[config.mk]
export PLATFORM = sky130hd
export DESIGN_NAME = fetch_unit
export DESIGN_NICKNAME = d
export VERILOG_FILES = /design/src/rtl/fetch_unit_pkg.sv /design/src/rtl/fetch_queue.sv /design/src/rtl/fetch_unit.sv
export SDC_FILE = /design/constraint.sdc
export NUM_CORES = 1
export LEC_CHECK = 0
export BUFFER_PORTS_ARGS = -buffer_cell sky130_fd_sc_hd__buf_2
export CAP_MARGIN = 20
export CORE_AREA = 2 2 102 104
export DETAILED_ROUTE_END_ITERATION = 8
export DIE_AREA = 0 0 104 106
export HOLD_SLACK_MARGIN = 0.05
export MAX_ROUTING_LAYER = met4
export PLACE_DENSITY = 0.78
export SLEW_MARGIN = 10
export SYNTH_ARGS = -nofsm -noshare
export SYNTH_HDL_FRONTEND = slang
export SYNTH_SLANG_ARGS = --single-unit
[constraint.sdc]
create_clock -name clk -period 10.92 [get_ports clk]
set_input_delay 1.638 -clock clk [delete_from_list [all_inputs] [get_ports clk]]
set_output_delay 1.638 -clock clk [all_outputs]
set_load 0.005 [all_outputs]
[src/rtl/fetch_unit_pkg.sv]
// Shared definitions for the instruction fetch stage.
//   DWIDTH_DAT     : default data/instruction/PC width
//   INST_START_DEF : default fetch address after reset
//   fetch_state_e  : fetch FSM state encoding
package fetch_unit_pkg;
  localparam int          DWIDTH_DAT     = 16;
  localparam logic [15:0] INST_START_DEF = 16'h0000;

  typedef enum logic [1:0] {
    FETCH = 2'd0,  // free to issue a request
    WAIT  = 2'd1,  // one live request outstanding
    DRAIN = 2'd2   // one stale request outstanding, its data is dropped
  } fetch_state_e;
endpackage

[src/rtl/fetch_queue.sv]
// Two-entry instruction buffer holding {instruction, pc} pairs.
//   clk, rst              : clock, async active-high reset
//   push_i/push_inst_i/   : write one entry at the tail
//   push_pc_i
//   pop_i                 : retire the head entry
//   flush_i               : drop all entries (wins over push/pop)
//   head_inst_o/head_pc_o : head entry (combinational select)
//   empty_o/full_o/count_o: occupancy
module fetch_queue #(
  parameter int DWIDTH = 16
) (
  input  logic              clk,
  input  logic              rst,
  input  logic              push_i,
  input  logic [DWIDTH-1:0] push_inst_i,
  input  logic [DWIDTH-1:0] push_pc_i,
  input  logic              pop_i,
  input  logic              flush_i,
  output logic [DWIDTH-1:0] head_inst_o,
  output logic [DWIDTH-1:0] head_pc_o,
  output logic              empty_o,
  output logic              full_o,
  output logic [1:0]        count_o
);
  logic [DWIDTH-1:0] inst_q [2];
  logic [DWIDTH-1:0] pc_q   [2];
  logic              rd_ptr_q, wr_ptr_q;
  logic [1:0]        count_q;

  always_ff @(posedge clk or posedge rst) begin
    if (rst) begin
      for (int i = 0; i < 2; i++) begin
        inst_q[i] <= '0;
        pc_q[i]   <= '0;
      end
      rd_ptr_q <= 1'b0;
      wr_ptr_q <= 1'b0;
      count_q  <= 2'd0;
    end else if (flush_i) begin
      rd_ptr_q <= 1'b0;
      wr_ptr_q <= 1'b0;
      count_q  <= 2'd0;
    end else begin
      if (push_i) begin
        inst_q[wr_ptr_q] <= push_inst_i;
        pc_q[wr_ptr_q]   <= push_pc_i;
        wr_ptr_q         <= ~wr_ptr_q;
      end
      if (pop_i) rd_ptr_q <= ~rd_ptr_q;
      count_q <= count_q + 2'(push_i) - 2'(pop_i);
    end
  end

  assign head_inst_o = inst_q[rd_ptr_q];
  assign head_pc_o   = pc_q[rd_ptr_q];
  assign empty_o     = (count_q == 2'd0);
  assign full_o      = (count_q == 2'd2);
  assign count_o     = count_q;
endmodule

[src/rtl/fetch_unit.sv]
// Instruction fetch stage: single-outstanding word reads into a 2-entry
// queue, valid/ready issue to decode, and the register-file PC write port.
//   clk, rst                          : clock, async active-high reset
//   imem_req/imem_addr/imem_gnt       : request channel to instruction memory
//   imem_rvalid/imem_rdata            : response channel
//   inst_valid/inst_ready/inst_out/   : issue handshake to decode
//   inst_pc
//   redirect/redirect_pc              : taken branch/jump from execute
//   pc_in/pc_en                       : register file PC write port
module fetch_unit
  import fetch_unit_pkg::*;
#(
  parameter int                DWIDTH     = DWIDTH_DAT,
  parameter logic [DWIDTH-1:0] INST_START = DWIDTH'(INST_START_DEF),
  parameter int                QDEPTH     = 2
) (
  input  logic              clk,
  input  logic              rst,
  output logic              imem_req,
  output logic [DWIDTH-1:0] imem_addr,
  input  logic              imem_gnt,
  input  logic              imem_rvalid,
  input  logic [DWIDTH-1:0] imem_rdata,
  output logic              inst_valid,
  input  logic              inst_ready,
  output logic [DWIDTH-1:0] inst_out,
  output logic [DWIDTH-1:0] inst_pc,
  input  logic              redirect,
  input  logic [DWIDTH-1:0] redirect_pc,
  output logic [DWIDTH-1:0] pc_in,
  output logic              pc_en
);
  fetch_state_e      state_q, state_d;
  logic [DWIDTH-1:0] fetch_pc_q, fetch_pc_d;
  logic [DWIDTH-1:0] req_pc_q, req_pc_d;   // address of the outstanding request

  logic              q_push, q_pop, q_flush, q_empty, q_full;
  logic [1:0]        q_count;
  logic [DWIDTH-1:0] q_head_inst, q_head_pc;
  logic              outstanding, gnt;

  fetch_queue #(.DWIDTH(DWIDTH)) u_queue (
    .clk        (clk),
    .rst        (rst),
    .push_i     (q_push),
    .push_inst_i(imem_rdata),
    .push_pc_i  (req_pc_q),
    .pop_i      (q_pop),
    .flush_i    (q_flush),
    .head_inst_o(q_head_inst),
    .head_pc_o  (q_head_pc),
    .empty_o    (q_empty),
    .full_o     (q_full),
    .count_o    (q_count)
  );

  assign outstanding = (state_q != FETCH);
  // Counting the outstanding slot guarantees a response always has room.
  assign imem_req    = !rst && (state_q == FETCH) && !q_full &&
                       (({1'b0, q_count} + {2'b0, outstanding}) < 3'(QDEPTH));
  assign imem_addr   = fetch_pc_q;
  assign gnt         = imem_req && imem_gnt;

  assign inst_valid  = !q_empty;
  assign inst_out    = inst_valid ? q_head_inst : '0;
  assign inst_pc     = inst_valid ? q_head_pc   : '0;

  always_comb begin
    state_d    = state_q;
    fetch_pc_d = fetch_pc_q;
    req_pc_d   = req_pc_q;
    q_push     = 1'b0;
    q_pop      = 1'b0;
    q_flush    = 1'b0;
    pc_en      = 1'b0;
    pc_in      = '0;
    if (redirect) begin
      // Redirect overrides pop and push; a request still in flight (or
      // granted right now) must have its response swallowed in DRAIN.
      // This also keeps a redirect in DRAIN in DRAIN unless the stale
      // response lands in the same cycle.
      q_flush    = 1'b1;
      fetch_pc_d = redirect_pc;
      pc_en      = 1'b1;
      pc_in      = redirect_pc;
      if ((outstanding && !imem_rvalid) || gnt) state_d = DRAIN;
      else                                      state_d = FETCH;
    end else begin
      q_pop = inst_valid && inst_ready;
      if (q_pop) begin
        pc_en = 1'b1;
        pc_in = q_head_pc + DWIDTH'(1);
      end
      case (state_q)
        FETCH: if (gnt) begin
          req_pc_d   = fetch_pc_q;
          fetch_pc_d = fetch_pc_q + DWIDTH'(1);
          state_d    = WAIT;
        end
        WAIT: if (imem_rvalid) begin
          q_push  = 1'b1;
          state_d = FETCH;
        end
        DRAIN: if (imem_rvalid) state_d = FETCH;
        default: state_d = FETCH;
      endcase
    end
    if (rst) begin
      pc_en = 1'b0;
      pc_in = '0;
    end
  end

  always_ff @(posedge clk or posedge rst) begin
    if (rst) begin
      state_q    <= FETCH;
      fetch_pc_q <= INST_START;
      req_pc_q   <= '0;
    end else begin
      state_q    <= state_d;
      fetch_pc_q <= fetch_pc_d;
      req_pc_q   <= req_pc_d;
    end
  end
endmodule

* Word level (Yosys, flattened, before mapping)
Index checks and enable logic that the tools add are counted.
** Storage, ports and cells
- Register bits after elaboration :: 102
- Bits of input ports :: 38
- Output and inout port bits :: 67
- Logic and storage cells :: 90
** Operators by class
- Add/sub/neg operators :: 5
- Magnitude comparators :: 4
- Equality and inequality tests :: 5
- Multiplexer cells :: 36
- Bitwise logic cells :: 6
- Reductions and logical operators :: 24
** Operator list (count)
- $mux W16 :: 15
- $bwmux W32 :: 2
- $add A16 B1 Y16 const B :: 2
- $demux W16 S1 :: 1
- $mux W1 :: 12
- $mux W2 :: 5
- $reduce_bool A2 Y1 :: 5
- $logic_and A1 B1 Y1 :: 7
- $reduce_and A2 Y1 :: 3
- $eq A2 B2 Y1 const B :: 2
- $ge A2 B2 Y1 const B :: 2
- $logic_not A1 Y1 :: 4
- $logic_not A2 Y1 :: 2
- $not A1 Y1 :: 4
- $not A1 Y2 :: 2
- $pmux W2 S2 :: 1
- $add A2 B1 Y3 :: 1
- $lt A3 B2 Y1 const B :: 1
- $ne A3 B1 Y1 const B :: 1
- $ne A3 B3 Y1 const B :: 1
- $reduce_and A3 Y1 :: 1
- $add A2 B1 Y2 :: 1
- $eq A2 B1 Y1 const B :: 1
- $lt A2 B1 Y1 const B :: 1
- other kinds (3) :: 3

* Longest topological paths before layout
Gate-level depths: netlist of the first run.
- Word-level depth :: 8
- Gate-level depth with buffers :: 10

* Hierarchy
From an unflattened synthesis of the first run, not the netlist that was laid out.
** Unflattened totals
- Cells, all modules :: 479
- Area total of the unflattened synthesis :: 5375.2 um^2
** By module, submodules not included
- fetch_queue :: times used 1, cells each 190, area each 3012.9 um^2
- fetch_unit :: times used 1, cells each 289, area each 2362.3 um^2

* Worst setup path after synthesis of the first run
Ideal clock, no wire load.
- Kind :: input -> output
- Start :: input port rst
- End :: output port pc_in[13]
- Arrival time :: 4.493 ns
- Slack :: 4.789 ns
- Cell stages on the path :: 5
- Path buffers :: 1
- Path through :: clkbuf_1 -> inv_1 -> nand4_1 -> mux2i_1 -> or2_2
** Between the ends
- Word-level cells in the longest chain between the ends :: 1
** Ends and longest elaborated chain
- from (decl) :: line fetch_unit.sv:18 : input logic rst,
- $mux W16 :: line fetch_unit.sv:108 : if (rst) begin
- to (decl) :: line fetch_unit.sv:30 : output logic [DWIDTH-1:0] pc_in,
Every way passes these cells.

* Final worst setup path of the first run
- Start :: input port redirect
- End :: output port pc_in[13]
** Between the ends
- Word-level cells in the longest chain between the ends :: 2
** Ends and longest elaborated chain
- from (decl) :: line fetch_unit.sv:28 : input logic redirect,
- $mux W16 :: line fetch_unit.sv:77 : if (redirect) begin
- $mux W16 :: line fetch_unit.sv:108
Every way passes these cells.

==> metrics.cfg, run 1 <==
[outcome]
status=finished, final reports clean

[finish]
mostFrequentLayoutCells=buf_2, dfrtp_1, mux2_2
layout.cells.most_common=buf_2
seq_area_um2=2554
fill_cells=870
final_nets=622
syn2layout_area_growth_pct=15.34
multi_input_area_um2=2616
drive_gt1_share_pct=37.35

[placed_design]
hpwlAfterDp_um=9082
place.gp.congestion=0.8822
buffer_ports.inserted=104

[hold_path]
hp-class=reg2reg

[global_routing]
antenna_found_initial=0
grt_pass1_wl_um=20670
grt_use_total_pct=24.48
grt_max_degree=57
grt_pass1_vias=4075
overflow=0

[critical_path]
cp.required_ns=9.28
timing_worst_setup_path_type=in2out
cp_data_arrival_time_ns=3.66
path_max_fanout=40
end_kind=output pin
cp-start-kind=input port

[sta]
hold_violations=0
finalSetupViolations=0
slew_headroom_pct=26.40
worst_pin_slew_ns=1.100
hold_slack_ns=0.5109
fin_worst_skew_ns=0.01675
min_period_ns=5.301
rsz0062_at_grt=false
finalSetupTns_ns=0
fmax_ghz=0.1887
slew_viol_final=0
timing.final.crit_share_pct=48.54

[floorplan]
rows=37
coreArea_um2=10000
die_area_um2=11020
die_x_um=104
io_pins=105
start_util_pct=53.43
die_h_um=106

[clocking]
clk_pin_slew_ns=0.08
cts_inserted_buffers=9
clk_path_buf_depth=2
cts_root_buffer=clkbuf_8
cts_hold_buf=0
cts.htree.levels=3
cts-resized-gates=0
clock_latency_ns=0.37
clkSinkCount=102
cts_tree=yes
postCtsSetupBuffers=0

[pwr]
power.total_w=0.001050
p_leak_nw=2.903
ir_drop_mv=0.09539
p_per_area_nw_per_um2=170.3

[detailed_routing]
drt_iter0_markers=247
vias_per_cell=5.574
drt-total-wl_um=12760
drc=0
via_count=4002
wl_per_cell_um=17.77
final_antenna_net_count=0
first_pass_iters=4

[synthesis]
avgSynthCellArea_um2=11.15
synthesis.nets=524
synth_edf_count=0
syn_inst=479
synth-seq-area-share_pct=47.78
yosysWarnings=0
synthArstFlopShare_pct=100.0
syn_area_um2=5343
synth_cell_types=45
yosys_most_used_dff=dfrtp_1
yosys_register_bits=102

[flow_run]
maxCapViolations=0

sequential cells by signal, indices dropped and copies added (netlist names):
signal            count
req_pc_q             16
u_queue.inst_q       32
u_queue.wr_ptr_q      1
u_queue.rd_ptr_q      1
u_queue.count_o       2
state_q               2
imem_addr            16
u_queue.pc_q         32
layout make-up:
class                      instances  area share (%)
multi-input combinational        341           42.46
inverter                          14          0.8934
tap                              136           2.761
clock buffer                      11           2.457
antenna                            1         0.04061
sequential                       102           41.44
timing repair buffer             109           9.056
clock inverter                     4          0.8934
cell families after synthesis:
| logic type | after synthesis | synth area share (%) |
|---|---|---|
| and+or+nand+nor | 141 | 12.90 |
| buffers and inverters | 36 | 3.419 |
| AOI/OAI and AO/OA | 48 | 5.831 |
| DFF | 102 | 47.78 |
| muxes | 117 | 23.84 |
| adders and majority gates | 7 | 1.639 |
| xor gates and xnor gates | 28 | 4.590 |
through the flow:
stage,util (%),cells,cell area (um^2),worst slack [ns]
4_1_cts,61.60,717,6160,5.621
3_3_place_gp,59.53,702,5953,5.700
2_1_floorplan,-,479,5343,4.789
5_1_grt,61.60,717,6160,5.401
6_report,61.62,718,6162,5.619
3_5_place_dp,59.53,702,5953,5.625
routing by layer:
metal / GRT usage (%) / routed length [um] / up-vias / share of wire, %
li1: - / - / 1877 / -
met3: 6.438 / 1017 / 7 / 8.0
met1: 30.34 / 5412 / 1972 / 42
met5: - / 0 / - / 0
met2: 40.32 / 6233 / 146 / 49
met4: 6.371 / 95 / 0 / 0.74
cell usage after synthesis (2+ instances only):
library cell / instances / area [um^2]
dfrtp_1: 102 / 2552
buf_6: 2 / 22.52
mux2i_1: 35 / 350.3
buf_2: 4 / 20.02
o21ai_1: 3 / 15.01
xnor2_1: 11 / 96.34
clkbuf_1: 6 / 22.52
nand3b_1: 3 / 22.52
a22o_1: 5 / 43.79
nor3_1: 5 / 25.02
nand2_1: 45 / 168.9
inv_1: 14 / 52.55
buf_1: 3 / 11.26
o21ai_0: 16 / 80.08
o22ai_1: 2 / 12.51
nor2b_1: 3 / 18.77
ha_1: 7 / 87.58
xor2_1: 17 / 148.9
a32o_1: 2 / 20.02
nand4b_1: 3 / 26.28
a22oi_1: 2 / 15.01
buf_4: 6 / 45.04
nand4_1: 12 / 75.07
mux2_2: 82 / 923.4
nor4_1: 2 / 12.51
o31ai_1: 2 / 15.01
a21oi_1: 9 / 45.04
nor2_1: 47 / 176.4
nand3_1: 12 / 60.06
nor4_4: 2 / 42.54
worst max-delay path: stages:
cell and delay (ns):
buf_2 0.58, inv_1 0.24, nand3_1 0.32, inv_1 0.25
nand4_1 0.14, mux2i_1 0.08, or2_2 0.29, buf_2 0.13
where the power goes:
part           switching [W]  leakage, nW  internal, W
clock               0.000128        0.102     0.000119
sequential         0.0000738         1.33     0.000470
combinational       0.000127         1.47     0.000132
final timing paths:
kind | from | endpoint | slack (ns) | depth (start not counted)
max in group asynchronous | rst | u_queue.rd_ptr_q$_DFFE_PP0P_ | 8.22 | 3
worst max register to register | state_q[0]$_DFFE_PP0P_ | req_pc_q[6]$_DFFE_PP0P_ | 8.33 | 5
worst min-delay path | u_queue.inst_q[15]$_DFFE_PP0P_ | u_queue.inst_q[15]$_DFFE_PP0P_ | 0.51 | 1
worst max-delay path | redirect | pc_in[13] | 5.62 | 8
min in group asynchronous | rst | u_queue.pc_q[5]$_DFFE_PP0P_ | 1.54 | 2
worst min register to register | u_queue.inst_q[15]$_DFFE_PP0P_ | u_queue.inst_q[15]$_DFFE_PP0P_ | 0.51 | 1
(Power assumes the default switching activity.)
==> inputs of run 2 (changes only) <==
--- a/config.mk
+++ b/config.mk
@@ -7,12 +7,12 @@
 export LEC_CHECK = 0
 export BUFFER_PORTS_ARGS = -buffer_cell sky130_fd_sc_hd__buf_2
 export CAP_MARGIN = 20
-export CORE_AREA = 2 2 102 104
+export CORE_AREA = 2 2 107 109
 export DETAILED_ROUTE_END_ITERATION = 8
-export DIE_AREA = 0 0 104 106
+export DIE_AREA = 0 0 109 111
 export HOLD_SLACK_MARGIN = 0.05
 export MAX_ROUTING_LAYER = met4
-export PLACE_DENSITY = 0.78
+export PLACE_DENSITY = 0.75
 export SLEW_MARGIN = 10
 export SYNTH_ARGS = -nofsm -noshare
 export SYNTH_HDL_FRONTEND = slang
==> constraint.sdc (replaced) <==
create_clock -name clk -period 4.8 [get_ports clk]
set_input_delay 0.72 -clock clk [delete_from_list [all_inputs] [get_ports clk]]
set_output_delay 0.72 -clock clk [all_outputs]
set_load 0.005 [all_outputs]
==> metrics.cfg, run 2 (same netlist as run 1, synthesis figures left out) <==
[outcome]
status=finished, final reports clean

[critical_path]
startpoint=u_queue.rd_ptr_q$_DFFE_PP0P_
endpoint=pc_in[10]
cp-start-kind=register
critPathSlowestCell=dfrtp_2
cp.required_ns=4.08  ; -5.20 ns
cp_data_arrival_time_ns=2.92  ; -0.74 ns
path_cells=mux2i_1 -> inv_1 -> ha_1 -> nor2b_1 -> nand2_1 -> o31ai_1 -> a32o_1 -> buf_2
path_max_fanout=30  ; -25%
r2r_slack_ns=2.15  ; -6.18 ns
reg2reg_depth=5  ; unchanged
end_kind=output pin
r2r_end=req_pc_q[14]$_DFFE_PP0P_
r2r_start=state_q[0]$_DFFE_PP0P_
timing_worst_setup_path_type=reg2out
cpPeakStageDelay_ns=0.79  ; +0.21 ns

[global_routing]
overflow=0  ; unchanged
grt_max_degree=91  ; +60%
grt_use_total_pct=24.22  ; -0.26 points
grt_pass1_vias=4219  ; +3.5%
grt_pass1_wl_um=21720  ; +5.1%
antenna_found_initial=1  ; +1

[clocking]
cts-resized-gates=0  ; unchanged
cts_inserted_buffers=9  ; unchanged
cts_hold_buf=0  ; unchanged
clk_path_buf_depth=2  ; unchanged
clkSinkCount=102  ; unchanged
cts.htree.levels=3  ; unchanged
clock_latency_ns=0.35  ; -0.02 ns
clk_pin_slew_ns=0.07  ; about the same
cts_tree=yes
cts_root_buffer=clkbuf_16
postCtsSetupBuffers=0  ; unchanged

[sta]
slew_viol_final=0  ; unchanged
min_period_ns=3.638
worst_pin_slew_ns=0.9395  ; -0.1610 ns
fmax_ghz=0.2749
finalSetupViolations=0  ; unchanged
rsz0062_at_grt=false
hold_violations=0  ; unchanged
slew_headroom_pct=37.16  ; +11 points
finalSetupTns_ns=0  ; unchanged
timing.final.crit_share_pct=75.78
fin_worst_skew_ns=0.01109  ; -0.005660 ns

[finish]
fin_util_pct=56.86  ; -4.8 points
seq_area_um2=2554  ; unchanged
mostFrequentLayoutCells=buf_2, dfrtp_1, mux2_2
final_nets=624  ; +0.32%
fill_cells=965  ; +11%
drive_gt1_share_pct=37.50  ; +0.15 points
syn2layout_area_growth_pct=17.89
reg_top3=u_queue.inst_q (32), u_queue.pc_q (32)
multi_input_area_um2=2616  ; unchanged
layout.cells.most_common=buf_2

[detailed_routing]
drt-total-wl_um=13430  ; +5.3%
wl_per_cell_um=18.45  ; +3.8%
drt_iter0_markers=236  ; -4.5%
vias_per_cell=5.613  ; +0.70%
final_antenna_net_count=0  ; unchanged
drc=0  ; unchanged
first_pass_iters=6  ; +2
via_count=4086  ; +2.1%

[floorplan]
rows=39  ; +5.4%
die_h_um=111  ; +4.7%
start_util_pct=48.23  ; -5.2 points
die_x_um=109  ; +4.8%
io_pins=105  ; unchanged
die_area_um2=12100  ; +9.8%
coreArea_um2=11080  ; +11%

[pwr]
ir_drop_mv=0.3012  ; +220%
p_per_area_nw_per_um2=410.0  ; +140%
p_leak_nw=2.965  ; +2.1%

[flow_run]
maxCapViolations=0  ; unchanged

[placed_design]
hpwlAfterDp_um=9407  ; +3.6%
place.gp.congestion=0.8573  ; -2.8%
buffer_ports.inserted=104  ; unchanged

[hold_path]
hp-class=in2async

[run 2: cell types whose count changed in the layout (fill, tap and decap cells not counted)]
cell	previous run	this run
buf_16	0	1
buf_4	5	6
clkbuf_1	0	1
clkbuf_16	0	9
clkbuf_8	11	1
clkinv_2	0	2
clkinv_4	1	0
[run 2: worst max-delay path, delay by kind of cell (launching register included)]
kind,cells,cell delay (ns)
AOI/OAI and AO/OA,2,0.47
adders and majority gates,1,0.22
buffers and inverters,2,0.21
DFF,1,0.79
muxes,1,0.22
and+or+nand+nor,2,0.65
[run 2: worst min path at each step]
stage                                           endpoint                      startpoint  cells past startpoint
after floorplan             u_queue.pc_q[24]$_DFFE_PP0P_         req_pc_q[8]$_DFFE_PP0P_                      2
after global placement      u_queue.pc_q[24]$_DFFE_PP0P_         req_pc_q[8]$_DFFE_PP0P_                      2
after detailed placement  u_queue.inst_q[10]$_DFFE_PP0P_  u_queue.inst_q[10]$_DFFE_PP0P_                      1
after CTS                       imem_addr[6]$_DFFE_PP0P_                             rst                      2
after global routing        u_queue.pc_q[27]$_DFFE_PP0P_                             rst                      2
final                           imem_addr[6]$_DFFE_PP0P_                             rst                      2
[run 2: through the flow]
step                      cells  total power (W)  hold WS (ns)  worst slack, ns  area, um^2
final                       728         0.002582        0.4860            1.162        6299
after global placement      710         0.001801        0.4801            1.667        5969
after CTS                   726         0.002595        0.4814            1.186        6269
after floorplan             479         0.001649        0.4637           0.5052        5343
after global routing        728         0.002710        0.5071           0.9169        6299
after detailed placement    710         0.001844        0.4936            1.583        5969
[run 2: layout make-up]
| type | count | share of cell area [%] |
|---|---|---|
| inverters | 14 | 0.8741 |
| multi-input cells | 341 | 41.54 |
| diodes | 1 | 0.03973 |
| clock inverters | 5 | 0.8939 |
| clock buffers | 11 | 3.854 |
| flip-flops and latches | 102 | 40.54 |
| well taps | 143 | 2.841 |
| repair buffers | 111 | 9.416 |
[run 2: metal layers]
layer | up-vias | track usage [%] | routed length [um]
met5 | - | - | 0
met4 | 0 | 9.573 | 334
met3 | 26 | 8.054 | 1031
met2 | 148 | 37.23 | 6511
met1 | 2031 | 29.33 | 5551
li1 | 1881 | - | -
[run 2: where the power goes]
group	leakage, nW	switching [W]	internal, W
registers	1.33	0.000173	0.00107
clock network	0.146	0.000328	0.000419
logic	1.49	0.000286	0.000303
total	2.96	0.000788	0.00179
